$ cat src/rtl/alu_sequencer.sv
// Issuing side of the 8-bit ALU interface: accepts one instruction at a time,
// reads operands from an internal register file, drives the ALU from
// registers, captures its result and writes it back.
module alu_sequencer #(
   parameter int unsigned NREGS  = 8,
   parameter logic [5:0]  LDI_OP = 6'b111111,
   parameter logic [5:0]  CMP_OP = 6'b001000
) (
   input  logic       clk,
   input  logic       rst,
   input  logic       instr_valid,
   output logic       instr_ready,
   input  logic [5:0] instr_op,
   input  logic [2:0] instr_rd,
   input  logic [2:0] instr_rs1,
   input  logic [2:0] instr_rs2,
   input  logic [7:0] instr_imm,
   output logic [7:0] alu_a,
   output logic [7:0] alu_b,
   output logic [5:0] alu_op,
   input  logic [7:0] alu_result,
   output logic       wb_valid,
   output logic [2:0] wb_rd,
   output logic [7:0] wb_data,
   output logic [1:0] flags,
   output logic       busy,
   input  logic [2:0] dbg_sel,
   output logic [7:0] dbg_data
);

   localparam int unsigned DW  = 8;
   localparam int unsigned OPW = 6;
   localparam int unsigned IW  = 3;

   typedef enum logic [1:0] {
      IDLE = 2'd0,
      READ = 2'd1,
      EXEC = 2'd2,
      WB   = 2'd3
   } state_t;

   state_t state, state_next;

   logic [DW-1:0]  regs [NREGS];
   logic [OPW-1:0] op_q;
   logic [IW-1:0]  rd_q;
   logic [IW-1:0]  rs1_q;
   logic [IW-1:0]  rs2_q;
   logic [DW-1:0]  imm_q;
   logic [DW-1:0]  result_q;
   logic [DW-1:0]  result_c;

   // State register
   always_ff @(posedge clk) begin
      if (rst) state <= IDLE;
      else     state <= state_next;
   end

   // Next-state decode: fixed four-step walk once an instruction is taken
   always_comb begin
      state_next = state;
      case (state)
         IDLE:    if (instr_valid) state_next = READ;
         READ:    state_next = EXEC;
         EXEC:    state_next = WB;
         WB:      state_next = IDLE;
         default: state_next = IDLE;
      endcase
   end

   // Load-immediate bypasses the ALU
   assign result_c = (op_q == LDI_OP) ? imm_q : alu_result;

   // Debug read port into the register file
   assign dbg_data = regs[dbg_sel];

   // Datapath, register file and registered outputs
   always_ff @(posedge clk) begin
      if (rst) begin
         for (int i = 0; i < NREGS; i++) regs[i] <= '0;
         op_q        <= '0;
         rd_q        <= '0;
         rs1_q       <= '0;
         rs2_q       <= '0;
         imm_q       <= '0;
         result_q    <= '0;
         alu_a       <= '0;
         alu_b       <= '0;
         alu_op      <= '0;
         wb_valid    <= 1'b0;
         wb_rd       <= '0;
         wb_data     <= '0;
         flags       <= 2'b00;
         instr_ready <= 1'b1;
         busy        <= 1'b0;
      end else begin
         instr_ready <= (state_next == IDLE);
         busy        <= (state_next != IDLE);
         wb_valid    <= (state_next == WB);
         case (state)
            IDLE: begin
               if (instr_valid) begin
                  op_q  <= instr_op;
                  rd_q  <= instr_rd;
                  rs1_q <= instr_rs1;
                  rs2_q <= instr_rs2;
                  imm_q <= instr_imm;
               end
            end
            READ: begin
               alu_a  <= regs[rs1_q];
               alu_b  <= regs[rs2_q];
               alu_op <= op_q;
            end
            EXEC: begin
               result_q <= result_c;
               wb_rd    <= rd_q;
               wb_data  <= result_c;
            end
            WB: begin
               regs[rd_q] <= result_q;
               if (op_q == CMP_OP) flags <= result_q[1:0];
            end
            default: ;
         endcase
      end
   end

endmodule

$ cat config.mk
export PLATFORM = sky130hd
export DESIGN_NAME = alu_sequencer
export DESIGN_NICKNAME = d
export VERILOG_FILES = /design/src/rtl/alu_sequencer.sv
export SDC_FILE = /design/constraint.sdc
export NUM_CORES = 1
export LEC_CHECK = 0
export BUFFER_PORTS_ARGS = -buffer_cell sky130_fd_sc_hd__buf_4
export CORE_ASPECT_RATIO = 0.9
export CORE_MARGIN = 1
export CORE_UTILIZATION = 40
export DETAILED_ROUTE_END_ITERATION = 6
export GPL_ROUTABILITY_DRIVEN = 0
export GPL_TIMING_DRIVEN = 0
export PLACE_DENSITY_LB_ADDON = 0.15
export SLEW_MARGIN = 10
export SYNTH_ARGS = -nofsm -noshare
export SYNTH_HDL_FRONTEND = slang
export SYNTH_SLANG_ARGS = --single-unit
$ cat constraint.sdc
create_clock -name clk -period 2.51 [get_ports clk]
set_input_delay 0.251 -clock clk [delete_from_list [all_inputs] [get_ports clk]]
set_output_delay 0.251 -clock clk [all_outputs]
set_load 0.02 [all_outputs]
==> impl_metrics.toml, run 1 <==
[cts]
clockRootBuffer = "clkbuf_16"
cts_buffer_depth = 2
htree_levels = 4
clk_pin_slew_ns = 0.06
numCtsBuffers = 17
cts_sinks = 127
holdBufCountCts = 0
clk-insertion-delay-late_ns = 0.42
cts_tree = "done"

[pwr]
p_seq_share_pct = 41.5
power_mw = 6.00
power_frac_comb_pct = 19.9
p_sw_share_pct = 27.4
p_leak_nw = 2.98
clkPwrFrac_pct = 38.6
p_switching_mw = 1.64
peakVddDrop_v = 0.000495
p_int_mw = 4.36
power.density_nw_per_um2 = 763

[layout]
fill_cells = 1429
register_area_um2 = 3180
multiInputGateArea_um2 = 2970
finalNonFillerCells = 859
fin_nets = 686
fin_util_pct = 50.4
synthToLayoutAreaGrowth_pct = 21.9
drive_above_1_share_pct = 30.7
diodes = 0

[floorplanning]
dieHeight_um = 123
start_util_pct = 41.4
die_x_um = 136
dieArea_um2 = 16600
rows = 43
pin_count = 83
core_area_um2 = 15600

[synth]
synth_edf_count = 64
syn_area_um2 = 6450
yosys.cell_types.count = 39
syn_inst = 547
synth_area_per_cell_um2 = 11.8
ys_async_sr_fraction_pct = 0
synth_nets = 589
yosys_register_bits = 127
ys_seq_area_share_pct = 49.3
synth_warnings = 0
ys.flop_type = "edfxtp_1"

[global_route]
overflow = 0
antenna_found_initial = 0
grt_pass1_vias = 4560
track_usage_pct = 22.1
grt_pass1_wl_um = 26200
grt_start_max_net_pins = 17

[timing]
max_freq_mhz = 399
finalCritPeriodShare_pct = 99.8
whs_ns = 0.0522
tns_ns = 0
slew_viol_final = 0
setup_viol = 0
fin_skew_ns = 0.00764
slew-limit-headroom_pct = 46.3
rsz0062_at_grt = "yes"
fin_crit_ns = 2.51
hold_viol_final = 0
tightest_slew_ns = 0.803

[setup_path]
path_class = "flop to flop"
cp.arrival_ns = 2.59
crit_fanout = 9
ff2ff_path_depth = 4
worst_setup_path_start_kind = "flop"
r2r-end = "regs[1][6]"
r2r_setup_slack_ns = 0.004
required_ns = 2.60
r2r_start = "state[1]"
crit_path_end_kind = "flop"

[status]
outcome = "finished clean"

[worst_hold_path]
hold_end = "state[1]"
min_from = "rst"
holdPathStages = 2
holdCritPathClass = "primary input to flop"

[route]
drtIter0Drc = 261
wl_um = 17200
vias_per_cell = 5.39
wl_per_cell_um = 20.1
drcViolationCount = 0
first_pass_iters = 5
antenna_left = 0
vias = 4634

[place]
placedCellCount = 827
hpwl_um = 12500
port_buffers = 78

[run]
drv_cap = 0
-- worst max path at each step --
stage / startpoint / endpoint / slack (ns) / depth (start not counted)
2_1_floorplan: state[1] / regs[5][0] / 0.77 / 4
3_3_place_gp: state[1] / regs[2][2] / 0.1 / 4
3_5_place_dp: state[1] / regs[2][6] / 0.04 / 4
4_1_cts: state[1] / regs[2][2] / 0.007 / 4
5_1_grt: state[1] / regs[1][7] / -0.08 / 4
6_report: state[1] / regs[1][6] / 0.004 / 4
-- flip-flops by register name (all words and copies together) (netlist names) --
register and cells:
alu_a 8, alu_b 8, alu_op 6, busy 1, flags 2, imm_q 8
instr_ready 1, op_q 6, rd_q 3, regs 64, result_q 8, rs1_q 3
rs2_q 3, state 2, wb_rd 3, wb_valid 1
-- layout make-up --
type / instances / area share, %
Sequential cell: 127 / 40.5
Multi-Input combinational cell: 382 / 37.7
Timing Repair Buffer: 78 / 7.44
Clock buffer: 28 / 6.98
Buffer: 36 / 3.83
Tap cell: 202 / 3.21
Clock inverter: 4 / 0.270
Inverter: 2 / 0.0954
-- metal layers --
metal / wire length [µm] / share of wire, % / up-vias / global-route usage [%]
li1: - / - / 2199 / -
met1: 7910 / 46 / 2271 / 29.4
met2: 8170 / 47 / 140 / 35.4
met3: 786 / 4.6 / 24 / 4.79
met4: 374 / 2.2 / 0 / 7.78
met5: 0 / 0 / - / 0
-- cells in the final DEF, fill, tap and decap left out, types with 3 or more instances in the layout --
master	synthesis	final
a21oi_1	23	23
a211oi_2	9	9
dfxtp_1	63	63
or2_2	9	9
buf_4	1	79
clkbuf_8	1	5
o22ai_1	14	14
and2_1	65	65
nand2b_1	3	3
clkbuf_16	0	19
mux4_2	16	16
buf_12	6	6
a221o_1	14	14
edfxtp_1	64	64
clkbuf_1	15	20
clkinv_2	0	3
buf_6	5	5
mux2i_1	52	52
nand2_1	52	52
nor2_1	47	47
a211oi_1	16	16
mux2_2	40	40
clkbuf_2	3	3
ha_1	5	5
-- metrics by stage --
stage          cell area, µm²  worst slack (ns)
2_1_floorplan            6450             0.767
3_3_place_gp             7290            0.0974
3_5_place_dp             7290            0.0397
4_1_cts                  7860           0.00715
5_1_grt                  7870           -0.0773
6_report                 7870           0.00433
-- synthesized netlist by cell type (2+ instances only) --
| library cell | n | share of area (%) |
|---|---|---|
| or2_2 | 9 | 0.87 |
| nand2_1 | 52 | 3.0 |
| a21oi_1 | 23 | 1.8 |
| a22oi_1 | 2 | 0.23 |
| nand2b_1 | 3 | 0.29 |
| o221ai_2 | 2 | 0.47 |
| buf_12 | 6 | 1.9 |
| edfxtp_1 | 64 | 30 |
| mux2_2 | 40 | 7.0 |
| buf_1 | 2 | 0.12 |
| inv_1 | 2 | 0.12 |
| mux2i_1 | 52 | 8.1 |
| a221o_1 | 14 | 2.2 |
| a211oi_1 | 16 | 1.9 |
| clkbuf_2 | 3 | 0.23 |
| dfxtp_1 | 63 | 20 |
| clkbuf_1 | 15 | 0.87 |
| a211oi_2 | 9 | 1.7 |
| and2b_1 | 2 | 0.23 |
| nor2_1 | 47 | 2.7 |
| buf_6 | 5 | 0.87 |
| mux4_2 | 16 | 5.6 |
| o22ai_1 | 14 | 1.4 |
| and2_1 | 65 | 6.3 |
| nor2b_1 | 2 | 0.19 |
| nor3_1 | 2 | 0.16 |
| ha_1 | 5 | 0.97 |
-- cell families after synthesis --
logic type,count (synthesis),share of synthesized area [%]
AO/OA/AOI/OAI,80,9.62
adder cells (fa/ha/maj),5,0.969
buffers and inverters,38,4.79
flip-flops,127,49.3
multiplexers,108,20.6
AND/OR/NAND/NOR,189,14.7
-- worst max-delay path, stage by stage, from the launching register on --
cell and delay [ns]:
dfxtp_1 0.41, ha_1 0.26, or3b_1 0.44, nor2_1 0.65, or2_2 0.41
-- repair_timing --
action                                  in CTS  in global routing
endpoints found under the setup margin       0                 32
hold endpoints to repair                     0                  0
gates resized for setup                      0                  1
buffers inserted                             0                  0
-- power by group through the flow --
| stage | clock network, mW | registers, mW | logic, mW |
|---|---|---|---|
| after global placement | 0 | 2.52 | 1.19 |
| after CTS | 2.35 | 2.49 | 1.20 |
| after floorplan | 0 | 2.58 | 0.708 |
| after global routing | 2.42 | 2.51 | 1.29 |
| final | 2.32 | 2.49 | 1.20 |
| after detailed placement | 0 | 2.53 | 1.20 |
(Power assumes the default switching activity.)
==> run 2, diff against run 1 <==
--- a/config.mk
+++ b/config.mk
@@ -5,6 +5,7 @@
 export SDC_FILE = /design/constraint.sdc
 export NUM_CORES = 1
 export LEC_CHECK = 0
+export ABC_AREA = 1
 export BUFFER_PORTS_ARGS = -buffer_cell sky130_fd_sc_hd__buf_4
 export CORE_ASPECT_RATIO = 0.9
 export CORE_MARGIN = 1
==> run 2 against run 1 <==
Net effect:
- maximum frequency increased by 27%
- synthesized cell count is 60% higher
- the run now ends with DRC left
- register-to-register slack improved by 0.53 ns
- final cell count rose by 39%
- critical path type unchanged
- die area increased by 0.67%
- area after synthesis grew 0.68%
- cell area rose by 0.17%
- worst hold slack better by 0.019 ns
- clock skew increased by 0.0029 ns
- global-route usage rose by 3.8 points
==> impl_metrics.toml, run 2 <==
[timing]
slew_viol_final = 0
rsz0062_at_grt = "no"
tightest_slew_ns = 0.557
whs_ns = 0.0715
fin_skew_ns = 0.0105
tns_ns = 0
setup_viol = 0
max_freq_mhz = 506
slew-limit-headroom_pct = 62.9
fin_crit_ns = 1.98
finalCritPeriodShare_pct = 78.7
hold_viol_final = 0

[floorplanning]
core_area_um2 = 15700
dieArea_um2 = 16800
die_x_um = 136
pin_count = 83
rows = 43
start_util_pct = 41.5
dieHeight_um = 123

[layout]
register_area_um2 = 3180
fin_util_pct = 50.3
drive_above_1_share_pct = 15.2
largest_register_ffs = 64
multiInputGateArea_um2 = 2670
fin_nets = 1017
synthToLayoutAreaGrowth_pct = 21.3
fill_cells = 1586
finalNonFillerCells = 1190
layout_common_cells = "191 x nand2_1, 122 x nand3_1, 100 x nor2_1, 90 x inv_1, 83 x buf_4"
top_register = "regs"
diodes = 0
layout_commonest_cell = "nand2_1"

[global_route]
grt_pass1_wl_um = 31200
grt_start_max_net_pins = 17
antenna_found_initial = 0
track_usage_pct = 25.8
grt_pass1_vias = 5598
overflow = 0

[synth]
yosys-top-cells-count = "191 x nand2_1, 122 x nand3_1, 100 x nor2_1, 90 x inv_1, 78 x a21oi_1"
yosysMostFrequentCell = "nand2_1"
syn_area_um2 = 6500
synth_top_area_share_pct = 29.6
synth_warnings = 0
synth.area.top_cells = "edfxtp_1 30%, dfxtp_1 19%, nand2_1 11%"
yosys.cell_types.count = 20
synth_area_per_cell_um2 = 7.43
ys.flop_type = "edfxtp_1"
syn_inst = 875
synth_top_area_cell = "edfxtp_1"
ys_async_sr_fraction_pct = 0
synth_nets = 917
synth_edf_count = 64
yosys_register_bits = 127
ys_seq_area_share_pct = 49.0

[place]
hpwl_um = 15600
port_buffers = 81
placedCellCount = 1158

[setup_path]
crit_fanout = 9
worst_setup_path_start_kind = "flop"
cp_slowest_cell = "dfxtp_1"
crit_chain = "ha_1 -> nand2_1 -> nor2_1 -> nand2_1 -> nand2_1"
crit_path_end_kind = "flop"
cp.buffers_inverters = 0
required_ns = 2.59
path_class = "flop to flop"
cp_top_family = "simple AND/OR/NAND/NOR gates"
critPathMaxStageDelay_ns = 0.38
r2r-end = "regs[6][3]"
r2r_start = "state[0]"
ff2ff_path_depth = 5
critical_path.most_common_cell = "nand2_1"
cp.arrival_ns = 2.06
r2r_setup_slack_ns = 0.53

[cts]
holdBufCountCts = 0
htree_levels = 4
numCtsBuffers = 17
clk-insertion-delay-late_ns = 0.43
cts_tree = "done"
ctsResizeCount = 0
cts_buffer_depth = 2
cts_setup_buffers = 0
clockRootBuffer = "clkbuf_16"
cts_sinks = 127
clk_pin_slew_ns = 0.06

[status]
outcome = "complete, but fails checks"
violations = "DRC"

[route]
wl_um = 21000
vias_per_cell = 5.31
wl_per_cell_um = 17.7
first_pass_iters = 7
vias = 6323
drcViolationCount = 1
antenna_left = 0
drtIter0Drc = 889

[worst_hold_path]
min_from = "instr_imm[5]"
holdCritPathClass = "primary input to flop"
hold_end = "imm_q[5]"
holdPathStages = 3

[pwr]
power.density_nw_per_um2 = 717
peakVddDrop_v = 0.000543
p_leak_nw = 3.50

[run]
drv_cap = 0
run 2: cell types whose count changed in the layout (fill, tap and decap cells not counted), moves of 40 or more:
cell	previous run	this run
a21oi_1	23	78
nand3_1	0	122
inv_1	2	90
mux2i_1	52	0
nor2_1	47	100
and2_1	65	0
o21ai_0	0	69
mux2_2	40	0
nand2_1	52	191
run 2: report_power, final:
part	internal [mW]	switching (mW)	leakage [nW]
clock network	1.26	0.953	0.254
logic	0.357	0.705	2.07
registers	2.31	0.0699	1.18
run 2: worst min-delay path, delay by kind of cell:
kind,cells,cell delay [ns]
AO/OA/AOI/OAI,1,0.07
buffers and inverters,1,0.07
AND/OR/NAND/NOR,1,0.07
run 2: how the worst max path moves through the flow:
stage | startpoint | to | slack, ns | cells after the start
after floorplan | state[1] | regs[0][0] | 1.01 | 5
after detailed placement | state[0] | regs[1][6] | 0.59 | 5
after global placement | state[0] | regs[1][1] | 0.59 | 5
after global routing | state[0] | regs[7][2] | 0.35 | 5
after CTS | state[0] | regs[2][5] | 0.58 | 5
final | state[0] | regs[6][3] | 0.53 | 5
run 2: per-stage QoR:
step	power (mW)	worst slack, ns	area [µm²]
2_1_floorplan	3.06	1.01	6500
3_3_place_gp	3.45	0.585	7360
3_5_place_dp	3.46	0.594	7360
4_1_cts	5.64	0.580	7880
5_1_grt	5.87	0.348	7880
6_report	5.65	0.534	7880
run 2: kinds of logic (layout without fill, tap and decap cells):
group                      Yosys count  in the layout  synth area share [%]
DFF                                127            127                  49.0
AOI/OAI and AO/OA                  171            171                  13.5
and+or+nand+nor                    416            416                  26.6
buffers and inverters              156            269                  9.99
adders and majority gates            5              5                 0.963
run 2: cell type report:
cell class | count | share of cell area (%)
sequential | 127 | 40.4
buffer | 47 | 3.05
tap | 202 | 3.21
inverter | 109 | 5.19
multi-input combinational | 592 | 33.8
timing repair buffer | 81 | 7.72
clock inverter | 13 | 1.14
clock buffer | 19 | 5.49
run 2: layer usage:
metal  GRT usage (%)  vias to the layer above  wire length (µm)
met3            4.80                       56              1720
met5               0                        -                 0
met1            37.2                     2852              9650
met4            12.0                        0               767
li1                -                     3069                 -
met2            37.2                      346              8900
==> run 3, diff against run 2 <==
--- a/config.mk
+++ b/config.mk
@@ -5,7 +5,7 @@
 export SDC_FILE = /design/constraint.sdc
 export NUM_CORES = 1
 export LEC_CHECK = 0
-export ABC_AREA = 1
+export ABC_AREA = 0
 export BUFFER_PORTS_ARGS = -buffer_cell sky130_fd_sc_hd__buf_4
 export CORE_ASPECT_RATIO = 0.9
 export CORE_MARGIN = 1
==> constraint.sdc (replaced) <==
create_clock -name clk -period 1.64 [get_ports clk]
set_input_delay 0.164 -clock clk [delete_from_list [all_inputs] [get_ports clk]]
set_output_delay 0.164 -clock clk [all_outputs]
set_load 0.02 [all_outputs]
==> run 3 against run 2 <==
Net effect:
- the run ends with setup timing left
- wire length down 12%
- setup slack got worse by 0.84 ns
- via count decreased by 21%
- clock-buffer cell count grew 9
- combinational power increased by 89%
- utilization is 4.5 points higher
- highest routed layer unchanged
- flip-flop and latch count stayed put
- die area decreased by 0.67%
- critical endpoint is now dbg_data[0]
==> impl_metrics.toml, run 3 (synthesized netlist as in run 1, its figures left out) <==
[setup_path]
ff2ff_path_depth = 4
required_ns = 1.48
critPathMaxStageDelay_ns = 0.53
cp_slowest_cell = "mux4_2"
crit_chain = "mux4_2 -> mux2_4 -> buf_6"
crit_path_end_kind = "output port"
worst_setup_path_start_kind = "flop"
crit_fanout = 3
path_class = "flop to output port"
cp.arrival_ns = 1.79

[pwr]
p_int_mw = 6.77
power_frac_comb_pct = 21.3
p_sw_share_pct = 27.9
clkPwrFrac_pct = 38.1
p_seq_share_pct = 40.7
p_leak_nw = 3.29
peakVddDrop_v = 0.000785
power.density_nw_per_um2 = 1100
p_switching_mw = 2.62

[cts]
clk_pin_slew_ns = 0.05
numCtsBuffers = 17
cts_tree = "done"
clockRootBuffer = "clkbuf_16"
cts_buffer_depth = 2
clk-insertion-delay-late_ns = 0.41
cts_sinks = 127
htree_levels = 4

[route]
wl_per_cell_um = 20.3
vias_per_cell = 5.47
drtIter0Drc = 312
first_pass_iters = 5
drcViolationCount = 0
vias = 4978
antenna_left = 0
wl_um = 18400

[worst_hold_path]
holdPathStages = 2
holdCritPathClass = "primary input to flop"

[global_route]
grt_pass1_wl_um = 27400
antenna_found_initial = 0
grt_pass1_vias = 4977
grt_start_max_net_pins = 20
track_usage_pct = 23.0
overflow = 0

[timing]
rsz0062_at_grt = "yes"
max_freq_mhz = 513
setup_viol = 16
fin_ws_ns = -0.310
fin_crit_ns = 1.95
hold_viol_final = 0
finalCritPeriodShare_pct = 119
slew-limit-headroom_pct = 44.5
whs_ns = 0.0100
tightest_slew_ns = 0.829
fin_skew_ns = 0.00755
slew_viol_final = 0

[layout]
fin_util_pct = 54.9
largest_register_ffs = 64
fill_cells = 1363
drive_above_1_share_pct = 39.1
multiInputGateArea_um2 = 3180
top_register = "regs"
fin_nets = 737
register_area_um2 = 3190
diodes = 0
layout_commonest_cell = "buf_4"
layout_common_cells = "111 x buf_4, 65 x and2_1, 64 x edfxtp_1, 58 x dfxtp_1, 52 x mux2i_1"
synthToLayoutAreaGrowth_pct = 32.6

[place]
port_buffers = 78
hpwl_um = 12700

[floorplanning]
rows = 43
start_util_pct = 41.4
core_area_um2 = 15600
die_x_um = 136
dieArea_um2 = 16600
pin_count = 83
dieHeight_um = 123

[run]
drv_cap = 0

[status]
outcome = "complete, but fails checks"
violations = "setup timing"
==> run 3: changes by cell type in the layout (fill, tap and decap cells not counted), moves of 28 or more <==
| cell | before | now |
|---|---|---|
| o21ai_0 | 69 | 0 |
| nor2_1 | 100 | 40 |
| nand3_1 | 122 | 0 |
| nand2_1 | 191 | 50 |
| inv_1 | 90 | 2 |
| mux2i_1 | 0 | 52 |
| buf_4 | 83 | 111 |
| mux2_2 | 0 | 36 |
| and2_1 | 0 | 65 |
| a21oi_1 | 78 | 23 |
==> run 3: power groups by stage <==
| stage | sequential (mW) | combinational, mW | clock, mW |
|---|---|---|---|
| final | 3.82 | 2.00 | 3.57 |
| after global placement | 3.86 | 1.83 | 0 |
| after floorplan | 3.95 | 1.09 | 0 |
| after detailed placement | 3.88 | 1.85 | 0 |
| after global routing | 3.85 | 2.13 | 3.75 |
| after CTS | 3.81 | 1.95 | 3.62 |
==> run 3: metrics by stage <==
stage,instances,setup TNS [ns],area (µm²),setup slack (ns),power (mW)
after floorplan,547,-0.0749,6500,-0.00936,5.04
after global placement,827,-25.26,7340,-0.528,5.69
after detailed placement,827,-27.63,7340,-0.600,5.73
after CTS,896,-10.84,8310,-0.321,9.37
after global routing,910,-4.12,8560,-0.328,9.74
final,910,-2.60,8560,-0.310,9.39
==> run 3: final timing paths <==
kind                 endpoint       start  slack (ns)
setup / recovery  dbg_data[0]  regs[2][0]       -0.31
hold / removal       state[0]         rst        0.01
setup reg to reg   regs[0][0]    state[1]       -0.04
hold reg to reg      imm_q[2]    imm_q[2]        0.45
==> run 3: layer usage <==
layer | global-route usage [%] | share of wire (%)
met1 | 29.1 | 43
met2 | 36.4 | 48
met3 | 5.20 | 5.3
met4 | 12.6 | 3.4
met5 | 0 | 0
==> run 3: layout make-up <==
type                    count  share of cell area, %
well taps                 202                   2.95
flip-flops and latches    127                   37.3
clock inverters             4                  0.248
plain buffers              32                   3.42
inverters                   2                 0.0877
multi-input cells         382                   37.2
repair buffers            133                   12.4
clock buffers              28                   6.40
==> run 3: timing repair <==
action,CTS,global route
resized for setup,20,42
hold endpoints to repair,17,0
pin swaps,7,5
setup endpoints to repair,139,131
setup buffers,22,16
hold buffers,17,0
==> run 3: critical path, delay by kind of cell, from the launching register on <==
kind / cells / cell delay, ns
mux: 2 / 0.83
flops: 1 / 0.41
buf+inv: 1 / 0.13
